$ cat src/rtl/seq_divider.sv
// seq_divider: multi-cycle unsigned restoring divider driving one shared N+1-bit subtractor
module seq_divider #(
  parameter int N = 8
) (
  input  logic         clk,
  input  logic         rst,
  input  logic         start,
  input  logic [N-1:0] dividend,
  input  logic [N-1:0] divisor,
  output logic         busy,
  output logic         done,
  output logic [N-1:0] quotient,
  output logic [N-1:0] remainder,
  output logic         div_by_zero
);
  localparam int W = (N > 2) ? $clog2(N) : 1;
  localparam logic [1:0] IDLE = 2'd0;
  localparam logic [1:0] RUN  = 2'd1;
  localparam logic [1:0] DONE = 2'd2;
  logic [1:0]   state_q, state_d;
  logic [N-1:0] r_q, r_d, q_q, q_d, d_q, d_d, quot_q, quot_d, rem_q, rem_d;
  logic [W-1:0] cnt_q, cnt_d;
  logic         dbz_q, dbz_d;
  logic [N:0]   add_x, add_y, add_s;
  logic         add_c, accept, zero, run, fin;
  always_comb begin
    add_x          = {r_q, q_q[N-1]};
    add_y          = {1'b0, d_q};
    {add_c, add_s} = {1'b0, add_x} + {1'b0, ~add_y} + (N+2)'(1);
    accept         = (state_q == IDLE) && start;
    zero           = divisor == '0;
    run            = state_q == RUN;
    fin            = run && (cnt_q == W'(N-1));
    state_d        = accept ? (zero ? DONE : RUN) :
                     run ? (fin ? DONE : RUN) :
                     (state_q == DONE) ? IDLE : state_q;
    r_d            = accept ? '0 : run ? (add_c ? add_s[N-1:0] : add_x[N-1:0]) : r_q;
    q_d            = accept ? dividend : run ? {q_q[N-2:0], add_c} : q_q;
    d_d            = accept ? divisor : d_q;
    cnt_d          = accept ? '0 : run ? cnt_q + W'(1) : cnt_q;
    quot_d         = (accept && zero) ? '1 : fin ? q_d : quot_q;
    rem_d          = (accept && zero) ? dividend : fin ? r_d : rem_q;
    dbz_d          = (accept && zero) ? 1'b1 : fin ? 1'b0 : dbz_q;
  end
  always_ff @(posedge clk) begin
    if (rst) begin
      state_q <= IDLE;
      r_q     <= '0;
      q_q     <= '0;
      d_q     <= '0;
      cnt_q   <= '0;
      quot_q  <= '0;
      rem_q   <= '0;
      dbz_q   <= 1'b0;
    end else begin
      state_q <= state_d;
      r_q     <= r_d;
      q_q     <= q_d;
      d_q     <= d_d;
      cnt_q   <= cnt_d;
      quot_q  <= quot_d;
      rem_q   <= rem_d;
      dbz_q   <= dbz_d;
    end
  end
  assign busy        = state_q == RUN;
  assign done        = state_q == DONE;
  assign quotient    = quot_q;
  assign remainder   = rem_q;
  assign div_by_zero = dbz_q;
endmodule

$ cat config.mk
export PLATFORM = sky130hd
export DESIGN_NAME = seq_divider
export DESIGN_NICKNAME = d
export VERILOG_FILES = /design/src/rtl/seq_divider.sv
export SDC_FILE = /design/constraint.sdc
export NUM_CORES = 1
export LEC_CHECK = 0
export BUFFER_PORTS_ARGS = -buffer_cell sky130_fd_sc_hd__buf_2
export CAP_MARGIN = 20
export CORE_UTILIZATION = 51
export CTS_BUF_LIST = sky130_fd_sc_hd__clkbuf_16
export DETAILED_ROUTE_END_ITERATION = 12
export HOLD_SLACK_MARGIN = 0.08
export PLACE_DENSITY_LB_ADDON = 0.08
export SYNTH_ARGS = -nofsm -noshare
export SYNTH_HDL_FRONTEND = slang
export SYNTH_SLANG_ARGS = --single-unit
$ cat constraint.sdc
create_clock -name clk -period 2.3 [get_ports clk]
set_clock_uncertainty 0.2 [all_clocks]
set_input_delay 0 -clock clk [delete_from_list [all_inputs] [get_ports clk]]
set_output_delay 0 -clock clk [all_outputs]
set_load 0.05 [all_outputs]
After elaboration in Yosys (flattened, before gate mapping)
Cells that the tools add are included.
Storage, ports and cells
  flip-flop bits (word level): 46
  bits of input ports: 19
  output and inout bits: 19
  word-level logic and storage cells: 39
Cells by class
  $add $sub $neg: 3
  equal/unequal tests: 3
  mux-type cells: 16
  bitwise operators: 1
  reductions and logical operators: 8
Operator list (count)
  $mux 8: 9
  $add 10x1->10 const B: 1
  $add 9x9->10: 1
  $mux 2: 5
  $not 8->9: 1
  $logic_not 8->1: 1
  $add 3x1->3 const B: 1
  $eq 3x3->1 const B: 1
  $logic_and 1x1->1: 3
  $reduce_bool 3->1: 1
  $eq 2x1->1 const B: 1
  $eq 2x2->1 const B: 1
  $logic_not 2->1: 1
  $mux 1: 2
  $reduce_bool 2->1: 1
  $reduce_or 2->1: 1

Longest topological paths before layout
Gate-level depths: netlist (run 1).
  depth after elaboration: 8
  depth in mapped cells: 9
  depth with buffers taken out: 8

Worst setup path after synthesis (run 1)
OpenSTA, ideal clock, no wires.
  kind: register to register
  start point: reg state_q[1]
  end point: reg r_q[0]
  arrival: 2.051 ns
  slack: -0.057 ns
  stages on the path, launching flop included: 8
  path buffers: 2
  path through: dfxtp_1 inv_1 ha_1 buf_2 clkbuf_1 inv_1 a2111o_1 o311ai_0
On the way
  word-level cells in the longest chain between the ends: 3
Ends and longest elaborated chain
  from (decl): line 20  | logic [1:0] state_q, state_d;
  from (signal assigned): line 56  | state_q <= state_d;
  $eq 2x1->1
  net busy: line 10  | output logic busy,
  $mux 8 (2 in series): line 37  | r_d = accept ? '0 : run ? (add_c ? add_s[N-1:0] : add_x[N-1:0]) : r_q;
  to (signal assigned): line 57  | r_q <= r_d;
  to (decl): line 21  | logic [N-1:0] r_q, r_d, q_q, q_d, d_q, d_d, quot_q, quot_d, rem_q, rem_d;
The timed path passes the listed nets, and every way through them passes these cells.
A chain may end at the register's enable or synchronous reset.

Worst setup path after layout (run 1)
  start point: reg r_q[1]
  end point: reg r_q[3]
On the way
  word-level cells in the longest chain between the ends: 5
Ends and longest elaborated chain
  $add 9x9->10: line 29  | {add_c, add_s} = {1'b0, add_x} + {1'b0, ~add_y} + (N+2)'(1);
  $add 10x1->10: line 29
  $mux 8 (3 in series): line 37
No other way between the ends.

==> results of run 1 <==
-- synth_stat cells, drive strengths merged, types with 4 or more instances --
| library cell | instances | area (µm²) |
|---|---|---|
| o21ai | 16 | 91.3 |
| a211oi | 17 | 128 |
| clkbuf | 14 | 52.6 |
| a21o | 4 | 30.0 |
| nand3 | 21 | 105 |
| mux2i | 11 | 110 |
| a31oi | 4 | 25.0 |
| a21oi | 37 | 189 |
| and2 | 5 | 33.8 |
| dfxtp | 46 | 921 |
| ha | 13 | 163 |
| nor2 | 22 | 85.1 |
| nand2 | 32 | 123 |
| buf | 6 | 35.0 |
| inv | 14 | 52.6 |
-- how the worst max path moves through the flow --
stage                     slack (ns)            to       start
after CTS                      0.001        r_q[3]      d_q[4]
after floorplan                  0.1        r_q[0]  state_q[1]
final                           0.07        r_q[3]      r_q[1]
after detailed placement       -0.01        r_q[6]      q_q[7]
after global routing           -0.03        r_q[6]      q_q[7]
after global placement         0.006  remainder[6]      q_q[7]
-- cell families (layout without fill, tap and decap cells) --
kind of cell             Yosys count  count (layout)
multiplexers                      11              11
AO/OA/AOI/OAI                    104             105
flip-flops                        46              46
adder cells (fa/ha/maj)           14              14
buffers and inverters             34             106
XOR/XNOR                           4               4
AND/OR/NAND/NOR                   96              96
-- layout by cell type (no fill, tap or decap), drive strengths merged, types with 3 or more instances in the layout --
cell type / instances
buf: 64
dfxtp: 46
a21oi: 37
nand2: 32
nor2: 22
nand3: 21
dlygate4sd3: 20
a211oi: 17
o21ai: 17
inv: 15
ha: 13
mux2i: 11
clkbuf: 5
and2: 5
a21o: 4
a31oi: 4
nor2b: 3
and3: 3
a2111o: 3
nor4: 3
a311o: 3
o211ai: 3
a31o: 3
-- routing by layer --
layer,wire length (µm),up-vias
met4,58,0
met3,382,6
met1,3330,1191
met5,0,-
met2,3260,82
li1,-,1274
-- per-stage QoR --
step                      std cells  setup TNS [ns]  area, µm²
after CTS                       446               0       3300
after detailed placement        418         -0.0132       2950
after global routing            449         -0.0355       3370
after floorplan                 309               0       2560
final                           449               0       3370
after global placement          418               0       2950
-- sequential cells by signal, summed over array words and instances, names as in the netlist --
signal and flops:
quotient 8, r_q 8, div_by_zero 1, remainder 8, state_q 2, d_q 8
q_q 8, cnt_q 3
-- area by class of cell --
| class | instances | area [µm²] |
|---|---|---|
| Multi-Input combinational cell | 230 | 1560 |
| Sequential cell | 46 | 922 |
| Fill cell | 407 | 1410 |
| Timing Repair Buffer | 84 | 608 |
| Clock inverter | 3 | 23.8 |
| Tap cell | 67 | 83.8 |
| Inverter | 14 | 52.6 |
| Clock buffer | 5 | 125 |
-- worst min-delay path, cell delays in order (launching register included) --
cell     delay (ns)
dfxtp_1        0.31
nand2_1        0.05
a21oi_1        0.05
-- power groups by stage --
stage                     Clock, µW  Sequential (µW)  Combinational (µW)
after floorplan                   0              985                1310
after global placement            0              997                1760
after detailed placement          0             1000                1770
after CTS                       749              983                1830
after global routing            781             1000                2230
final                           741              985                2040
-- repair_timing --
action,4_1_cts,5_1_grt
setup buffers,0,2
resized for setup,1,13
cloned,0,1
endpoints found under the hold margin,33,0
pin swaps,0,5
setup endpoints to repair,2,16
hold buffers,20,0
==> flow_summary.yaml, run 1 <==
placed_design:
  dp_hpwl_mm: 4.84
  gp_congestion: 0.886
  place_worst_setup_slack_ns: -0.0132
  port-buffer-count: 37
drt:
  dr_vias_cell: 5.69
  antenna_left: 0
  route.vias.total: 2553
  drt_first_iter_violations: 191
  routed_wirelength_mm: 7.03
  wl_per_cell_um: 15.7
  drcViolationCount: 0
  detail_route.first_pass.iterations: 4
synthesis:
  syn_area_per_cell_um2: 8.29
  synth.ff_latch_count: 46
  postSynthNetCount: 342
  yosys.area_share.adder_pct: 7.13
  synth_sequential_area_ratio_pct: 36.0
  postSynthCellCount: 309
  main_combinational_cell_family_by_area_after_synthesis: "compound AO/OA/AOI/OAI gates"
  synthesis_warning_total: 0
  synth_edf_count: 0
  synth.mux.area_fraction_pct: 4.30
  synth_ff_type: "dfxtp_1"
  async_flop_share_pct: 0
  compound_cell_area_share_of_the_yosys_netlist_pct: 28.3
  post_synth_and_or_nand_nor_area_fraction_pct: 17.4
  number_of_unique_standard_cell_types_used_by_synthesis: 50
  xor_xnor_cell_area_share_of_the_yosys_netlist_pct: 1.37
  mappedNetlistArea_um2: 2560
die:
  core_area_um2: 4790
  chipWidth_um: 72.9
  fp-row-count: 25
  number_of_placed_i_o_pins: 38
  die_h_um: 72.9
  design.die.area_um2: 5310
  initial_utilization_pct: 53.5
setup_path:
  cp.required_ns: 2.28
  critical_path_arrival_ns: 2.21
  worstSetupPathType: "reg2reg"
  crit_path_start_kind: "register"
  crit_buf_inv: 1
  critPathSlowestCell: "ha_1"
  timing.critical_path.to_type: "register"
  path_delay_family: "compound AO/OA/AOI/OAI gates"
  timing.reg2reg.setup_slack_ns: 0.07
  cp_max_fo: 6
  max_stage_delay_ns: 0.42
  worst_r2r_endpoint: "r_q[3]"
  cp_cell_sequence: "ha_1 > nor2b_1 > a221oi_1 > xor2_1 > buf_4 > a21oi_2 > o31a_1"
  ff2ff_path_depth: 7
  timing.rr.start: "r_q[1]"
  cp.depth: 7
power:
  netSwitchingPower_uw: 1610
  totalPowerFinal_uw: 3770
  maximum_ir_drop_on_the_vdd_rail_v: 0.000617
  power.combinational.fraction_pct: 54.2
  internal_power_uw: 2160
  leakagePower_uw: 0.00138
  switching_share_pct: 42.7
  powerDensity_nw_per_um2: 1120
  p_clk_share_pct: 19.7
  power.sequential.fraction_pct: 26.1
grt:
  grt_most_used_layer: "met2"
  antenna_violations_before_repair: 0
  groute.layer.met3.usage_pct: 4.56
  pin_count_of_the_biggest_net_entering_global_routing: 31
  first_global_vias: 2340
  grt_usage_pct: 27.6
  grt.overflow.total: 0
  gr-usage-met1_pct: 38.4
  met2_global_route_usage_pct: 45.0
  grt_first_pass_wirelength_mm: 11.2
timing:
  finalHoldViolations: 0
  tightestPinTransition_ns: 0.509
  slew_headroom_pct: 65.8
  timing_max_transition_violations_final: 0
  tmin_final_ns: 2.23
  final_min_period_over_clock_period_pct: 96.8
  hold_slack_ns: 0.254
  clock.fmax_mhz: 449
  final-setup-viol-count: 0
  timing.final.ws_setup_ns: 0.0743
clock_network:
  h-tree-depth: 2
  cts.root.buffer_cell: "clkbuf_16"
  numCtsBuffers: 5
  clock-sinks: 46
  ctsLongestPathBuffers: 2
  tritoncts: "built"
  clkLatencyLatePin_ns: 0.29
  path_clk_slew_ns: 0.07
hold_path:
  hold_path.class: "reg2reg"
  worst_hold_path.num_cells: 2
  min-delay-start: "div_by_zero"
  hold-path-endpoint: "div_by_zero"
finish:
  nets: 414
  n_antenna_cell: 0
  ratio_of_cells_with_drive_above_1_in_the_final_layout_pct: 24.1
  area_growth_syn_to_layout_pct: 31.7
  utilization_pct: 70.5
job:
  cap_violations: 0
outcome:
  result_of_the_run: "completed"
(Power assumes the default switching activity.)
==> inputs of run 2 (changes only) <==
--- a/config.mk
+++ b/config.mk
@@ -7,7 +7,7 @@
 export LEC_CHECK = 0
 export BUFFER_PORTS_ARGS = -buffer_cell sky130_fd_sc_hd__buf_2
 export CAP_MARGIN = 20
-export CORE_UTILIZATION = 51
+export CORE_UTILIZATION = 57
 export CTS_BUF_LIST = sky130_fd_sc_hd__clkbuf_16
 export DETAILED_ROUTE_END_ITERATION = 12
 export HOLD_SLACK_MARGIN = 0.08
==> constraint.sdc (replaced) <==
create_clock -name clk -period 2.1 [get_ports clk]
set_clock_uncertainty 0.2 [all_clocks]
set_input_delay 0 -clock clk [delete_from_list [all_inputs] [get_ports clk]]
set_output_delay 0 -clock clk [all_outputs]
set_load 0.05 [all_outputs]
==> run 2 against run 1 <==
  * The flow now finishes with violations (design-rule violations, negative setup slack)
  * Cell count up 2.7%
  * Final area up 13%
  * Total power up 35%
  * Maximum frequency up 1.4%
  * Sequential cell count unchanged
  * Via count up 17%
  * Combinational power up 57%
  * Clock power up 5.1%
  * Sequential share of layout area down 3.0 points
  * Setup slack worse by 0.17 ns
==> flow_summary.yaml, run 2 (synthesis gave the netlist of run 1 again) <==
outcome:
  result_of_the_run: "finished with violations"
  violations_in_the_final_reports: "design-rule violations, negative setup slack"
finish:
  filler_cell_count: 217
  final_cells: 461
  ratio_of_cells_with_drive_above_1_in_the_final_layout_pct: 35.5
  register_area_um2: 931
  utilization_pct: 88.3
  mostFrequentLayoutCell: "buf_4"
  footprint_of_the_multi_input_gates_um2: 1720
  layout.cell_area.non_filler_um2: 3820
  area_growth_syn_to_layout_pct: 49.0
  most-common-layout-cells: "buf_4, dfxtp_1, buf_2"
  n_antenna_cell: 0
  nets: 441
drt:
  drcViolationCount: 1
  antenna_left: 0
  route.vias.total: 2987
  detail_route.first_pass.iterations: 10
  drt_first_iter_violations: 288
  dr_vias_cell: 6.48
  wl_per_cell_um: 19.8
  routed_wirelength_mm: 9.15
power:
  powerDensity_nw_per_um2: 1340
  power.combinational.fraction_pct: 63.0
  leakagePower_uw: 0.00160
  p_clk_share_pct: 15.3
  maximum_ir_drop_on_the_vdd_rail_v: 0.000960
  internal_power_uw: 2940
  power.sequential.fraction_pct: 21.7
  netSwitchingPower_uw: 2150
  switching_share_pct: 42.2
die:
  core_area_um2: 4320
  die_h_um: 69.0
  number_of_placed_i_o_pins: 38
  design.die.area_um2: 4770
  fp-row-count: 24
  initial_utilization_pct: 59.2
  chipWidth_um: 69.0
grt:
  groute.layer.met3.usage_pct: 5.12
  met2_global_route_usage_pct: 61.2
  first_global_vias: 2770
  grt_most_used_layer: "met2"
  grt.overflow.total: 0
  pin_count_of_the_biggest_net_entering_global_routing: 34
  gr-usage-met1_pct: 40.3
  antenna_violations_before_repair: 0
  grt_first_pass_wirelength_mm: 12.9
  grt_usage_pct: 33.7
clock_network:
  cts.root.buffer_cell: "clkbuf_16"
  path_clk_slew_ns: 0.06
  clock-sinks: 46
  tritoncts: "built"
  ctsLongestPathBuffers: 2
  numCtsBuffers: 5
  h-tree-depth: 2
  clkLatencyLatePin_ns: 0.28
placed_design:
  post-place-cells: 414
  post_dp_cell_area_um2: 3080
  gp_congestion: 0.870
  dp_hpwl_mm: 5.05
  port-buffer-count: 37
timing:
  final_min_period_over_clock_period_pct: 105
  timing_max_transition_violations_final: 0
  grt_setup_unrepaired: "yes"
  slew_headroom_pct: 67.5
  timing.final.ws_setup_ns: -0.0960
  tmin_final_ns: 2.20
  final-setup-viol-count: 14
  tightestPinTransition_ns: 0.484
  finalHoldViolations: 0
  clock.fmax_mhz: 455
  hold_slack_ns: 0.250
hold_path:
  hold_path.class: "reg2reg"
setup_path:
  cp_max_fo: 3
  worstSetupPathType: "reg2reg"
  timing.reg2reg.setup_slack_ns: -0.1
  critical_path_arrival_ns: 2.20
  crit_path_start_kind: "register"
  cp.required_ns: 2.10
  timing.critical_path.to_type: "register"
job:
  cap_violations: 0
## run 2: changes by cell type in the layout (fill, tap and decap cells not counted), moves of 4 or more
cell           delta
o21ai_0           -6
buf_4            +17
dfxtp_2           +7
dfxtp_1           -7
nand3_1           -4
ha_1              -4
ha_4              +5
dlygate4sd3_1     +8
## run 2: area by class of cell
type                    instances  share of cell area, %
repair buffers                112                   23.7
clock buffers                   5                   3.28
inverters                      14                   1.38
clock inverters                 3                  0.426
multi-input cells             229                   45.1
well taps                      52                   1.70
flip-flops and latches         46                   24.4
## run 2: power groups by stage
| stage | registers (µW) | clock network, µW | logic (µW) |
|---|---|---|---|
| after floorplan | 1090 | 0 | 1490 |
| after global placement | 1090 | 0 | 2110 |
| after detailed placement | 1100 | 0 | 2140 |
| after CTS | 1090 | 775 | 2390 |
| after global routing | 1120 | 809 | 3360 |
| final | 1100 | 779 | 3210 |
## run 2: worst paths after layout
kind               start     endpoint  cells after the start
max reg2reg       q_q[7]       r_q[6]                      8
min reg2reg  div_by_zero  div_by_zero                      2
max               q_q[7]       r_q[6]                      8
min          div_by_zero  div_by_zero                      2
## run 2: routing by layer
metal  vias to the layer above  wire (µm)
met5                         -          0
met4                         0        371
met3                        55        708
met2                       200       4610
met1                      1401       3450
li1                       1331          -
## run 2: worst max-delay path, cell delays in order, from the launching register on
cell and delay, ns:
dfxtp_2 0.35, inv_2 0.07, ha_4 0.18, fa_2 0.36
nand2b_4 0.16, a2111o_1 0.38, o311ai_2 0.10, o21ai_2 0.12
a31oi_1 0.20
## run 2: stage by stage
stage	TNS (ns)	power [µW]	setup WS [ns]
floorplan	0	2570	0.00975
global placement	-0.614	3200	-0.193
detailed placement	-0.757	3240	-0.199
global route	-1.57	5290	-0.135
finish	-0.754	5090	-0.0960
CTS	-0.164	4260	-0.0585
## run 2: timing repair
item | CTS | global route
cloned | 0 | 2
setup endpoints to repair | 12 | 29
pin swaps | 11 | 23
buffers inserted | 4 | 5
gates resized for setup | 20 | 36
hold buffers | 28 | 0
hold endpoints to repair | 38 | 0
==> inputs of run 3 (changes only) <==
--- a/config.mk
+++ b/config.mk
@@ -12,6 +12,8 @@
 export DETAILED_ROUTE_END_ITERATION = 12
 export HOLD_SLACK_MARGIN = 0.08
 export PLACE_DENSITY_LB_ADDON = 0.08
+export REMOVE_ABC_BUFFERS = 1
+export SETUP_SLACK_MARGIN = 0.05
 export SYNTH_ARGS = -nofsm -noshare
 export SYNTH_HDL_FRONTEND = slang
 export SYNTH_SLANG_ARGS = --single-unit
==> run 3 against run 2 <==
  * The flow finishes with violations (negative setup slack)
  * Die area stayed put
  * Via count is 4.4% higher
  * Hold slack worse by 0.16 ns
  * Routed wire length is 8.3% higher
  * Clock-buffer cell count stayed put
  * Sequential power hardly changed
  * Setup slack worse by 0.14 ns
  * Global-route usage is 5.4 points higher
==> flow_summary.yaml, run 3 (synthesis gave the netlist of run 1 again) <==
outcome:
  result_of_the_run: "finished with violations"
  violations_in_the_final_reports: "negative setup slack"
power:
  internal_power_uw: 2960
  leakagePower_uw: 0.00160
  p_clk_share_pct: 14.9
  maximum_ir_drop_on_the_vdd_rail_v: 0.000845
  power.sequential.fraction_pct: 20.9
  totalPowerFinal_uw: 5300
  power.combinational.fraction_pct: 64.2
  netSwitchingPower_uw: 2340
  powerDensity_nw_per_um2: 1390
  switching_share_pct: 44.2
grt:
  first_global_vias: 2925
  antenna_violations_before_repair: 0
  grt_usage_pct: 39.1
  pin_count_of_the_biggest_net_entering_global_routing: 34
  grt.overflow.total: 0
  grt_first_pass_wirelength_mm: 14.6
setup_path:
  critPathSlowestCell: "dfxtp_2"
  worstSetupPathType: "reg2reg"
  path_delay_family: "compound AO/OA/AOI/OAI gates"
  crit_path_start_kind: "register"
  cp.required_ns: 2.12
  max_stage_delay_ns: 0.35
  timing.critical_path.mode_cell: "buf_6"
  crit_buf_inv: 4
  cp_cell_sequence: "inv_2 > ha_4 > and2_4 > buf_6 > o211ai_1 > buf_4 > a21boi_4 > buf_6 > o21ai_0 > a31oi_1"
  timing.rr.start: "d_q[4]"
  timing.critical_path.to_type: "register"
  critical_path_arrival_ns: 2.35
  cp_max_fo: 5
  crit_start: "d_q[4]"
drt:
  route.vias.total: 3117
  drcViolationCount: 0
  detail_route.first_pass.iterations: 5
  routed_wirelength_mm: 9.91
  dr_vias_cell: 6.81
  antenna_left: 0
  wl_per_cell_um: 21.6
  drt_first_iter_violations: 436
clock_network:
  path_clk_slew_ns: 0.07
  tritoncts: "built"
  clkLatencyLatePin_ns: 0.30
  numCtsBuffers: 5
  h-tree-depth: 2
  ctsLongestPathBuffers: 2
  clock-sinks: 46
  cts.root.buffer_cell: "clkbuf_16"
placed_design:
  port-buffer-count: 37
  post_dp_cell_area_um2: 3050
  dp_hpwl_mm: 4.70
  gp_congestion: 0.934
timing:
  tmin_final_ns: 2.33
  timing.final.ws_setup_ns: -0.232
  tightestPinTransition_ns: 0.459
  finalHoldViolations: 0
  timing_max_transition_violations_final: 0
  final-setup-viol-count: 18
  clock.fmax_mhz: 429
  slew_headroom_pct: 69.1
  final_min_period_over_clock_period_pct: 111
  grt_setup_unrepaired: "yes"
die:
  core_area_um2: 4320
  fp-row-count: 24
  chipWidth_um: 69.0
  number_of_placed_i_o_pins: 38
  design.die.area_um2: 4770
  die_h_um: 69.0
  initial_utilization_pct: 59.2
finish:
  layout.cell_area.non_filler_um2: 3820
  most-common-layout-cells: "dfxtp_1, buf_2, a21oi_1"
  footprint_of_the_multi_input_gates_um2: 1730
  filler_cell_count: 190
  ratio_of_cells_with_drive_above_1_in_the_final_layout_pct: 35.5
  register_area_um2: 928
  n_antenna_cell: 0
  area_growth_syn_to_layout_pct: 49.2
  nets: 438
  mostFrequentLayoutCell: "dfxtp_1"
job:
  cap_violations: 0
hold_path:
  min-delay-start: "rst"
  hold_path.class: "in2reg"
[run 3: cell count changes in the layout (fill, tap and decap cells not counted), sizes merged]
cell         change
buf              +1
clkinv           -1
inv              +1
clkbuf           -1
dlygate4sd3      -3
[run 3: through the flow]
step	hold slack (ns)	setup slack, ns	utilization (%)	TNS (ns)	cells
2_1_floorplan	-0.131	-1.13	-	-17.75	289
6_report	0.0941	-0.232	88.4	-2.13	458
5_1_grt	0.0982	-0.275	88.4	-3.03	458
3_5_place_dp	0.0600	-0.158	70.5	-1.17	413
4_1_cts	0.0879	-0.0205	85.2	-0.0205	455
3_3_place_gp	0.0558	-0.0783	70.5	-0.427	413
[run 3: worst reg2reg max path, cell delays in order, from the launching register on]
cell and delay [ns]:
dfxtp_2 0.35, inv_2 0.06, ha_4 0.27, and2_4 0.18, buf_6 0.10, o211ai_1 0.11, buf_4 0.18, a21boi_4 0.29
buf_6 0.17, o21ai_0 0.14, a31oi_1 0.22
[run 3: timing repair]
action	4_1_cts	5_1_grt
endpoints found under the hold margin	37	0
gates resized for setup	40	28
hold buffers	25	0
setup endpoints to repair	18	27
gates cloned	1	1
buffers inserted	9	3
pin swaps	23	24
[run 3: path summary, 6_finish.rpt]
path,end,slack (ns),cells past startpoint
min reg2reg,div_by_zero,0.26,2
min,state_q[0],0.09,3
max,r_q[4],-0.23,10
max reg2reg,r_q[4],-0.23,10
[run 3: metal layers]
layer / GRT usage (%) / wire [µm] / vias to the layer above
met5: 0 / 0 / -
met4: 20.0 / 650 / 0
met3: 10.4 / 929 / 73
met2: 64.6 / 4760 / 244
met1: 46.4 / 3570 / 1477
li1: - / - / 1323
[run 3: power by group through the flow]
stage	Clock, µW	Sequential, µW	Combinational [µW]
final	792	1110	3400
after floorplan	0	1080	1330
after global routing	833	1110	3520
after detailed placement	0	1090	2110
after CTS	779	1090	2790
after global placement	0	1090	2070
[run 3: cell type report]
class / instances / share of cell area (%)
multi-input combinational: 229 / 45.2
sequential: 46 / 24.3
timing repair buffer: 109 / 23.7
clock buffer: 5 / 3.27
tap: 52 / 1.70
inverter: 14 / 1.38
clock inverter: 3 / 0.458
